$ cat src/rtl/uart_packet_rx.sv
// uart_packet_rx: deframes the byte stream coming out of a UART receiver.
// A frame is [SYNC, LEN, PAYLOAD x LEN, CHK]. The 8-bit sum of LEN, the payload
// and CHK must be zero. A good payload is buffered and held for the consumer
// until it is acknowledged.
//
// Ports:
//   i_Clock, i_Reset        clock, synchronous active-high reset
//   i_RX_DV, i_RX_Byte      one-cycle byte strobe and its data
//   o_Pkt_Valid, o_Pkt_Len  good packet held, and its payload length
//   i_Rd_Addr, o_Rd_Data    random-access payload read, one cycle of latency
//   i_Pkt_Ack               releases the held packet
//   o_Err, o_Err_Code       one-cycle error pulse; code 1 = length, 2 = checksum,
//                           3 = timeout (the code is held until the next error)
//   o_Overrun               sticky flag: a byte was dropped while a packet was held
module uart_packet_rx #(
    parameter int unsigned MAX_LEN      = 16,
    parameter logic [7:0]  SYNC_BYTE    = 8'h7E,
    parameter int unsigned TIMEOUT_CLKS = 8680,
    localparam int unsigned LW = $clog2(MAX_LEN + 1),
    localparam int unsigned AW = $clog2(MAX_LEN)
) (
    input  logic          i_Clock,
    input  logic          i_Reset,
    input  logic          i_RX_DV,
    input  logic [7:0]    i_RX_Byte,
    output logic          o_Pkt_Valid,
    output logic [LW-1:0] o_Pkt_Len,
    input  logic [AW-1:0] i_Rd_Addr,
    output logic [7:0]    o_Rd_Data,
    input  logic          i_Pkt_Ack,
    output logic          o_Err,
    output logic [1:0]    o_Err_Code,
    output logic          o_Overrun
);
    localparam int unsigned TW = $clog2(TIMEOUT_CLKS + 1);

    typedef enum logic [2:0] {StIdle, StLen, StData, StChk, StHold} state_e;

    state_e        state_q, state_d;
    logic [LW-1:0] len_q, len_d;
    logic [AW-1:0] idx_q, idx_d;
    logic [7:0]    sum_q, sum_d;
    logic [TW-1:0] tmo_q, tmo_d;
    logic          err_q, err_d;
    logic [1:0]    err_code_q, err_code_d;
    logic          overrun_q, overrun_d;
    logic [7:0]    rd_data_q;
    logic [7:0]    mem_q [MAX_LEN];

    logic       in_frame;
    logic       timeout;
    logic       len_ok;
    logic       idx_last;
    logic [7:0] sum_chk;
    logic       wr_en;

    assign in_frame = (state_q == StLen) || (state_q == StData) || (state_q == StChk);
    // Fires on the TIMEOUT_CLKS-th consecutive byte-free cycle inside a frame.
    assign timeout  = in_frame && !i_RX_DV && (tmo_q == TW'(TIMEOUT_CLKS - 1));
    assign len_ok   = (i_RX_Byte != 8'd0) && (i_RX_Byte <= 8'(MAX_LEN));
    assign idx_last = (LW'(idx_q) == len_q - LW'(1));
    assign sum_chk  = sum_q + i_RX_Byte;
    assign wr_en    = (state_q == StData) && i_RX_DV;

    // State register
    always_ff @(posedge i_Clock) begin
        if (i_Reset) begin
            state_q <= StIdle;
        end else begin
            state_q <= state_d;
        end
    end

    // Next-state logic
    always_comb begin
        state_d = state_q;
        unique case (state_q)
            StIdle: if (i_RX_DV && (i_RX_Byte == SYNC_BYTE)) state_d = StLen;
            StLen:  if (i_RX_DV) state_d = len_ok ? StData : StIdle;
            StData: if (i_RX_DV && idx_last) state_d = StChk;
            StChk:  if (i_RX_DV) state_d = (sum_chk == 8'd0) ? StHold : StIdle;
            StHold: if (i_Pkt_Ack) state_d = StIdle;
            default: state_d = StIdle;
        endcase
        if (timeout) state_d = StIdle;
    end

    // Datapath next values
    always_comb begin
        len_d      = len_q;
        idx_d      = idx_q;
        sum_d      = sum_q;
        err_d      = 1'b0;
        err_code_d = err_code_q;
        overrun_d  = overrun_q;

        // Cleared by every byte, runs only mid-frame, frozen otherwise.
        if (i_RX_DV)       tmo_d = '0;
        else if (in_frame) tmo_d = tmo_q + TW'(1);
        else               tmo_d = tmo_q;

        unique case (state_q)
            StLen: begin
                if (i_RX_DV) begin
                    if (len_ok) begin
                        len_d = i_RX_Byte[LW-1:0];
                        sum_d = i_RX_Byte;
                        idx_d = '0;
                    end else begin
                        err_d      = 1'b1;
                        err_code_d = 2'd1;
                    end
                end
            end
            StData: begin
                if (i_RX_DV) begin
                    sum_d = sum_chk;
                    idx_d = idx_q + AW'(1);
                end
            end
            StChk: begin
                if (i_RX_DV && (sum_chk != 8'd0)) begin
                    err_d      = 1'b1;
                    err_code_d = 2'd2;
                end
            end
            StHold: begin
                // A byte dropped on the ack cycle still sets the flag.
                if (i_RX_DV)        overrun_d = 1'b1;
                else if (i_Pkt_Ack) overrun_d = 1'b0;
            end
            default: ;
        endcase

        if (timeout) begin
            err_d      = 1'b1;
            err_code_d = 2'd3;
        end
    end

    always_ff @(posedge i_Clock) begin
        if (i_Reset) begin
            len_q      <= '0;
            idx_q      <= '0;
            sum_q      <= '0;
            tmo_q      <= '0;
            err_q      <= 1'b0;
            err_code_q <= 2'd0;
            overrun_q  <= 1'b0;
            rd_data_q  <= 8'd0;
        end else begin
            len_q      <= len_d;
            idx_q      <= idx_d;
            sum_q      <= sum_d;
            tmo_q      <= tmo_d;
            err_q      <= err_d;
            err_code_q <= err_code_d;
            overrun_q  <= overrun_d;
            rd_data_q  <= mem_q[i_Rd_Addr];
        end
    end

    // Payload buffer, not reset. Writes happen only in StData, so it is frozen in StHold.
    always_ff @(posedge i_Clock) begin
        if (wr_en) mem_q[idx_q] <= i_RX_Byte;
    end

    // Outputs
    always_comb begin
        o_Pkt_Valid = (state_q == StHold);
        o_Pkt_Len   = (state_q == StHold) ? len_q : '0;
        o_Rd_Data   = rd_data_q;
        o_Err       = err_q;
        o_Err_Code  = err_code_q;
        o_Overrun   = overrun_q;
    end

endmodule

$ cat config.mk
export PLATFORM = sky130hd
export DESIGN_NAME = uart_packet_rx
export DESIGN_NICKNAME = d
export VERILOG_FILES = /design/src/rtl/uart_packet_rx.sv
export SDC_FILE = /design/constraint.sdc
export NUM_CORES = 1
export LEC_CHECK = 0
export ABC_AREA = 1
export CAP_MARGIN = 40
export CORE_ASPECT_RATIO = 0.9
export CORE_MARGIN = 3
export CORE_UTILIZATION = 60
export DETAILED_ROUTE_END_ITERATION = 8
export PLACE_DENSITY = 0.79
export SETUP_SLACK_MARGIN = 0.2
export SLEW_MARGIN = 40
export SYNTH_ARGS = -nofsm -noshare
export SYNTH_HDL_FRONTEND = slang
export SYNTH_SLANG_ARGS = --single-unit
$ cat constraint.sdc
create_clock -name i_Clock -period 4.1 [get_ports i_Clock]
set_input_delay 0.82 -clock i_Clock [delete_from_list [all_inputs] [get_ports i_Clock]]
set_output_delay 0.82 -clock i_Clock [all_outputs]
set_load 0.005 [all_outputs]
Yosys cells after proc, flatten, opt, wreduce, memory -nomap -nowiden
Memories as Yosys holds them, arrays and structs flattened. A register that Yosys moved wholly into a read port is not among the register bits.
Index checks and enable logic that the tools add are counted.
{ "word_totals": {"reg_bits": 38, "mem_bits_rw": 128, "in_bits": 16, "out_inout_bits": 18, "elab_cells": 86, "n_memories": 1} }
{ "memory_table": {"columns": ["memory", "depth", "width", "read_ports", "rd_clocked_by_memory_dff", "write_ports", "line_no", "text"], "rows": [
  ["mem_q", 16, 8, 1, 1, 1, "48", "logic [7:0] mem_q [MAX_LEN];"]
]} }
{ "op_classes": {"n_addsub": 4, "magnitude_cmp": 1, "eq_ne": 17, "muxes": 31, "reduce_logical": 24} }
{ "ops": {"columns": ["op", "n"], "rows": [
  ["2-to-1 mux 8 bit", 3],
  ["2-to-1 mux 3 bit", 6],
  ["one-hot mux 8 bit (2 select lines)", 1],
  ["nonzero test 8 bit", 2],
  ["one-hot mux 3 bit (5 select lines)", 1],
  ["adder 14 x 1 -> 14 bit (second input constant)", 1],
  ["== test 14 bit (second input constant)", 1],
  ["2-to-1 mux 4 bit", 3],
  ["2-to-1 mux 2 bit", 5],
  ["inequality test 2 bit (second input constant)", 5],
  ["adder 8 bit", 1],
  ["== test 8 x 7 -> 1 bit (second input constant)", 1],
  ["less-or-equal comparator 8 x 5 -> 1 bit (second input constant)", 1],
  ["logical NOT 8 bit", 1],
  ["2-to-1 mux 1 bit", 8],
  ["one-hot mux 4 bit (2 select lines)", 1],
  ["AND reduction 4 bit", 2],
  ["logical AND 1 bit", 7],
  ["== test 3 x 2 -> 1 bit (second input constant)", 2],
  ["inequality test 3 bit (second input constant)", 2],
  ["== test 4 x 5 -> 1 bit", 1],
  ["2-to-1 mux 5 bit", 1],
  ["AND reduction 5 bit", 1],
  ["subtractor 5 x 1 -> 5 bit (second input constant)", 1],
  ["15 further kinds", 19]
]} }

Logic depth before layout (Yosys ltp)
{ "logic_depth": {"ltp_word": 7, "depth_mapped": 13, "depth_no_buf": 13} }

Least setup slack after synthesis
No wires, ideal clock.
{ "synth_path": {"path_kind": "in2reg", "from": "input i_RX_Byte[0]", "to": "register err_q, in the netlist o_Err", "arrival_time_ps": 2367, "required_ps": 3968, "slack_ps": 1601, "cell_stages": 11, "n_path_buf": 0, "cell_sequence": "ha_1 > fa_1 > or2_2 > nor2_1 > nand3_1 > nor2_1 > nand4_1 > nand3_1 > nand2_1 > inv_1 > a21oi_1"} }
{ "synth_via": {"elab_chain_len": 6, "word_cells_on_any_way": 11, "classes_between": "add/sub: 1; order compare: 1; mux: 5; reduce/logical: 4"} }
{ "synth_rtl": {"columns": ["element", "line_no", "text"], "rows": [
  ["from (decl)", "25", "input logic [7:0] i_RX_Byte,"],
  ["adder 8 bit, or another cell as far along", "62", "assign sum_chk = sum_q + i_RX_Byte;"],
  ["nonzero test 8 bit / logical AND 1 bit (equally long branches)", "122, 60", null],
  ["logical AND 1 bit / 2-to-1 mux 1 bit (equally long branches)", "122, 105", null],
  ["2-to-1 mux 1 bit (on tied branches)", "122, 104", null],
  ["one-hot mux 1 bit (2 select lines) *", "102", "unique case (state_q)"],
  ["2-to-1 mux 1 bit *", "135", "if (timeout) begin"],
  ["to (signal assigned)", "156", "err_q <= err_d;"],
  ["to (decl)", "44", "logic err_q, err_d;"]
]} }
Every way passes the cells marked *; elsewhere a longest branch is shown, timed or not.
A chain may end at the register's enable or synchronous reset.

Worst setup path after layout
{ "layout_path": {"from": "input i_RX_Byte[3]", "to": "register sum_q[3]"} }
{ "layout_via": {"elab_chain_len": 4, "word_cells_on_any_way": 10, "classes_between": "add/sub: 1; order compare: 1; eq/ne: 1; mux: 4; reduce/logical: 3"} }
{ "layout_rtl": {"columns": ["element", "line_no", "text"], "rows": [
  ["less-or-equal comparator 8 x 5 -> 1 bit / nonzero test 8 bit (equally long branches)", "60", "assign len_ok = (i_RX_Byte != 8'd0) && (i_RX_Byte <= 8'(MAX_LEN));"],
  ["logical AND 1 bit", "60", null],
  ["inequality test 2 bit (no source line)", null, null],
  ["AND reduction 4 bit (no source line)", null, null],
  ["to (signal assigned)", "154", "sum_q <= sum_d;"],
  ["to (decl)", "42", "logic [7:0] sum_q, sum_d;"]
]} }
Several ways; a longest one is shown, not always the timed one. The select of a mux whose other input is x is not followed.

==> flow_summary.yaml <==
synth:
  postSynthAreaPerCell_um2: 10.3
  synth_edf_count: 128
  yosysTopAreaCell: "edfxtp_1"
  yosysWarningCount: 0
  synth_area_um2: 7520
  synth_area_leaders: "edfxtp_1 (51%), dfxtp_1 (12%), o21ai_0 (6.3%)"
  synth_top_cell_area_share_pct: 51.1
  ys_seq_area_share_pct: 63.4
  yosysUniqueCellTypes: 36
  synthesis.nets: 761
  ys.flop_type: "edfxtp_1"
  synth.most_common_cell: "edfxtp_1"
  ys_async_sr_fraction_pct: 0
  ys_seq_elements: 174
  synth_top_cells_by_count: "edfxtp_1 (128), nor2_1 (121), o21ai_0 (94)"
  synth_cells: 731
power:
  pwr-share-clk_pct: 38.7
  power.combinational.fraction_pct: 12.4
  p_int_mw: 3.00
  p_leak_nw: 2.99
  ir_worst_vdd_mv: 0.271
  p_sw_mw: 1.03
  swShare_pct: 25.5
  powerDensity_nw_per_um2: 469
  power_frac_seq_pct: 49.0
critical_path:
  crit_slowest_cell: "clkdlybuf4s50_1"
  r2r-end: "mem_q[15][2]"
  worstSetupEndpointType: "flip-flop"
  r2r_start: "state_q[2]"
  cp_cell_sequence: "clkdlybuf4s50_1, inv_1, nand3_1, or2_0, nand3_1, nor2_1, nand2_1, nand2_2, inv_1, a211oi_1, nor2_1"
  r2r_slack_ns: 1.83
  worst_r2r_path_depth: 5
  path_max_fanout: 15
  crit_required_ns: 4.42
  path_class: "input pin to flip-flop"
  cpPeakStageDelay_ns: 0.89
  start_kind: "input pin"
  crit_arrival_ns: 3.31
worst_hold_path:
  whs_path_depth: 2
  hold_end: "o_Overrun"
  hold_path.class: "flip-flop to flip-flop"
  min_from: "o_Overrun"
run:
  drv_cap: 0
clock_network:
  tritoncts: "built"
  cts_buffers: 17
  clock_sinks: 174
  insertion_delay_ns: 0.43
  cts_max_path_buffers: 2
  htree_levels: 4
  ctsResizeCount: 0
  postCtsHoldBufs: 0
  cts.clk_slew.worst_paths_ns: 0.06
  post-cts-setup-buffer-count: 0
  clockRootBuffer: "clkbuf_16"
finish:
  fill_cells: 893
  drive_gt1_share_pct: 7.57
  nets: 796
  syn2layout_area_growth_pct: 14.2
  antennaDiodeCount: 0
floorplan:
  core_um2: 12200
  initial_core_util_pct: 61.8
  dieArea_um2: 13900
  die_w_um: 124
  row_count: 38
  pin_count: 34
  die_h_um: 112
detailed_routing:
  detail_route.vias_per_cell: 6.00
  drtAntennaViolNets: 0
  wl_per_cell_um: 18.9
  dr.pass1.iters: 6
  drt_iter0_markers: 641
  vias: 5630
  drt-total-wl_um: 17700
  drc: 0
grt:
  grt_pass1_wl_um: 28600
  grt.overflow.total: 0
  grt_start_max_net_pins: 65
  grt_pass1_vias: 5619
  antenna_found_initial: 0
  grt_usage_pct: 27.1
sta:
  fin_crit_sh_pct: 73.1
  hold_violations: 0
  setup_tns_ns: 0
  setup_viol: 0
  whs_ns: 0.476
  max_freq_ghz: 0.333
  final_max_slew_viol_count: 0
  max_slew_margin_pct: 45.2
  layout_min_cycle_time_ns: 3.00
  worst_pin_slew_ns: 0.818
  rsz0062_at_grt: "no"
  clock_skew_ns: 0.0138
outcome:
  status: "finished, final reports clean"
placement:
  io_buffers: 33
  gp_congestion: 0.850
  hpwl_um: 11100
-- logic make-up after synthesis --
family	synth area share, %
AO/OA/AOI/OAI	13.9
XOR/XNOR	0.699
adder cells (fa/ha/maj)	2.43
buffers and inverters	4.89
flip-flops	63.4
AND/OR/NAND/NOR	14.7
-- power by group through the flow --
stage               Clock, mW  Sequential, mW  Combinational (mW)
floorplan                   0            2.00               0.323
global placement            0            2.00               0.461
detailed placement          0            2.01               0.483
CTS                      1.57            1.97               0.490
global route             1.64            1.98               0.553
finish                   1.56            1.97               0.498
-- metrics by stage --
| step | setup WS [ns] | cells | power, mW | util [%] | instance area (µm²) |
|---|---|---|---|---|---|
| after global routing | 0.841 | 939 | 4.17 | 70.5 | 8590 |
| final | 1.10 | 939 | 4.02 | 70.5 | 8590 |
| after detailed placement | 0.719 | 907 | 2.49 | 65.9 | 8020 |
| after CTS | 1.13 | 939 | 4.03 | 70.5 | 8590 |
| after global placement | 0.790 | 907 | 2.47 | 65.9 | 8020 |
| after floorplan | 1.60 | 731 | 2.32 | - | 7520 |
-- sequential cells by signal (all words and copies together), names as in the netlist --
signal and flops:
len_q 5, o_Rd_Data 8, tmo_q 14, o_Err 1
state_q 3, o_Overrun 1, mem_q 128, sum_q 8
idx_q 4, o_Err_Code 2
-- cells in the final DEF (no fill, tap or decap), types with 2 or more instances in the layout --
| master | count |
|---|---|
| edfxtp_1 | 128 |
| nor2_1 | 119 |
| o21ai_0 | 94 |
| nand2_1 | 74 |
| inv_1 | 64 |
| dfxtp_1 | 46 |
| a21oi_1 | 38 |
| nand3_1 | 31 |
| clkdlybuf4s50_1 | 31 |
| o221ai_1 | 23 |
| clkbuf_16 | 17 |
| ha_1 | 13 |
| buf_4 | 12 |
| o22ai_1 | 9 |
| o211ai_1 | 9 |
| nor3_1 | 8 |
| nand4_1 | 7 |
| nor2_2 | 5 |
| a31oi_1 | 5 |
| clkinv_2 | 5 |
| nand2_2 | 4 |
| nor4_1 | 4 |
| xnor2_1 | 4 |
| clkinv_1 | 3 |
| inv_6 | 3 |
| a211oi_1 | 2 |
| nor2_4 | 2 |
| xor2_1 | 2 |
| clkinvlp_4 | 2 |
| bufinv_16 | 2 |
| buf_2 | 2 |
-- worst max path at each step --
stage                      start            end  slack, ns  cells after the start
floorplan           i_RX_Byte[0]          o_Err       1.60                     11
global placement    i_RX_Byte[1]  o_Err_Code[1]       0.79                     11
CTS                   state_q[1]   o_Pkt_Len[1]       1.13                      6
global route        i_RX_Byte[3]       idx_q[2]       0.84                     11
finish              i_RX_Byte[3]       sum_q[3]       1.10                     11
detailed placement  i_RX_Byte[1]          o_Err       0.72                     11
-- routing by layer --
| metal | track usage, % | vias up | part of all wire (%) |
|---|---|---|---|
| met4 | 9.85 | 0 | 2.3 |
| met5 | 0 | - | 0 |
| met1 | 36.2 | 2671 | 42 |
| met3 | 7.41 | 35 | 8.1 |
| li1 | - | 2655 | - |
| met2 | 42.9 | 269 | 48 |
-- cell type report --
cell class	count	area, µm²	area share [%]
well taps	160	200	2.33
flip-flops and latches	174	4760	55.5
clock inverters	15	143	1.66
multi-input cells	461	2390	27.8
clock buffers	17	425	4.95
repair buffers	45	410	4.78
inverters	67	254	2.96
-- critical path: cells and delay by family --
family	cells	cell delay [ns]
compound gates	1	0.18
buf+inv	3	1.17
simple gates	7	1.13
(Power assumes the default switching activity.)
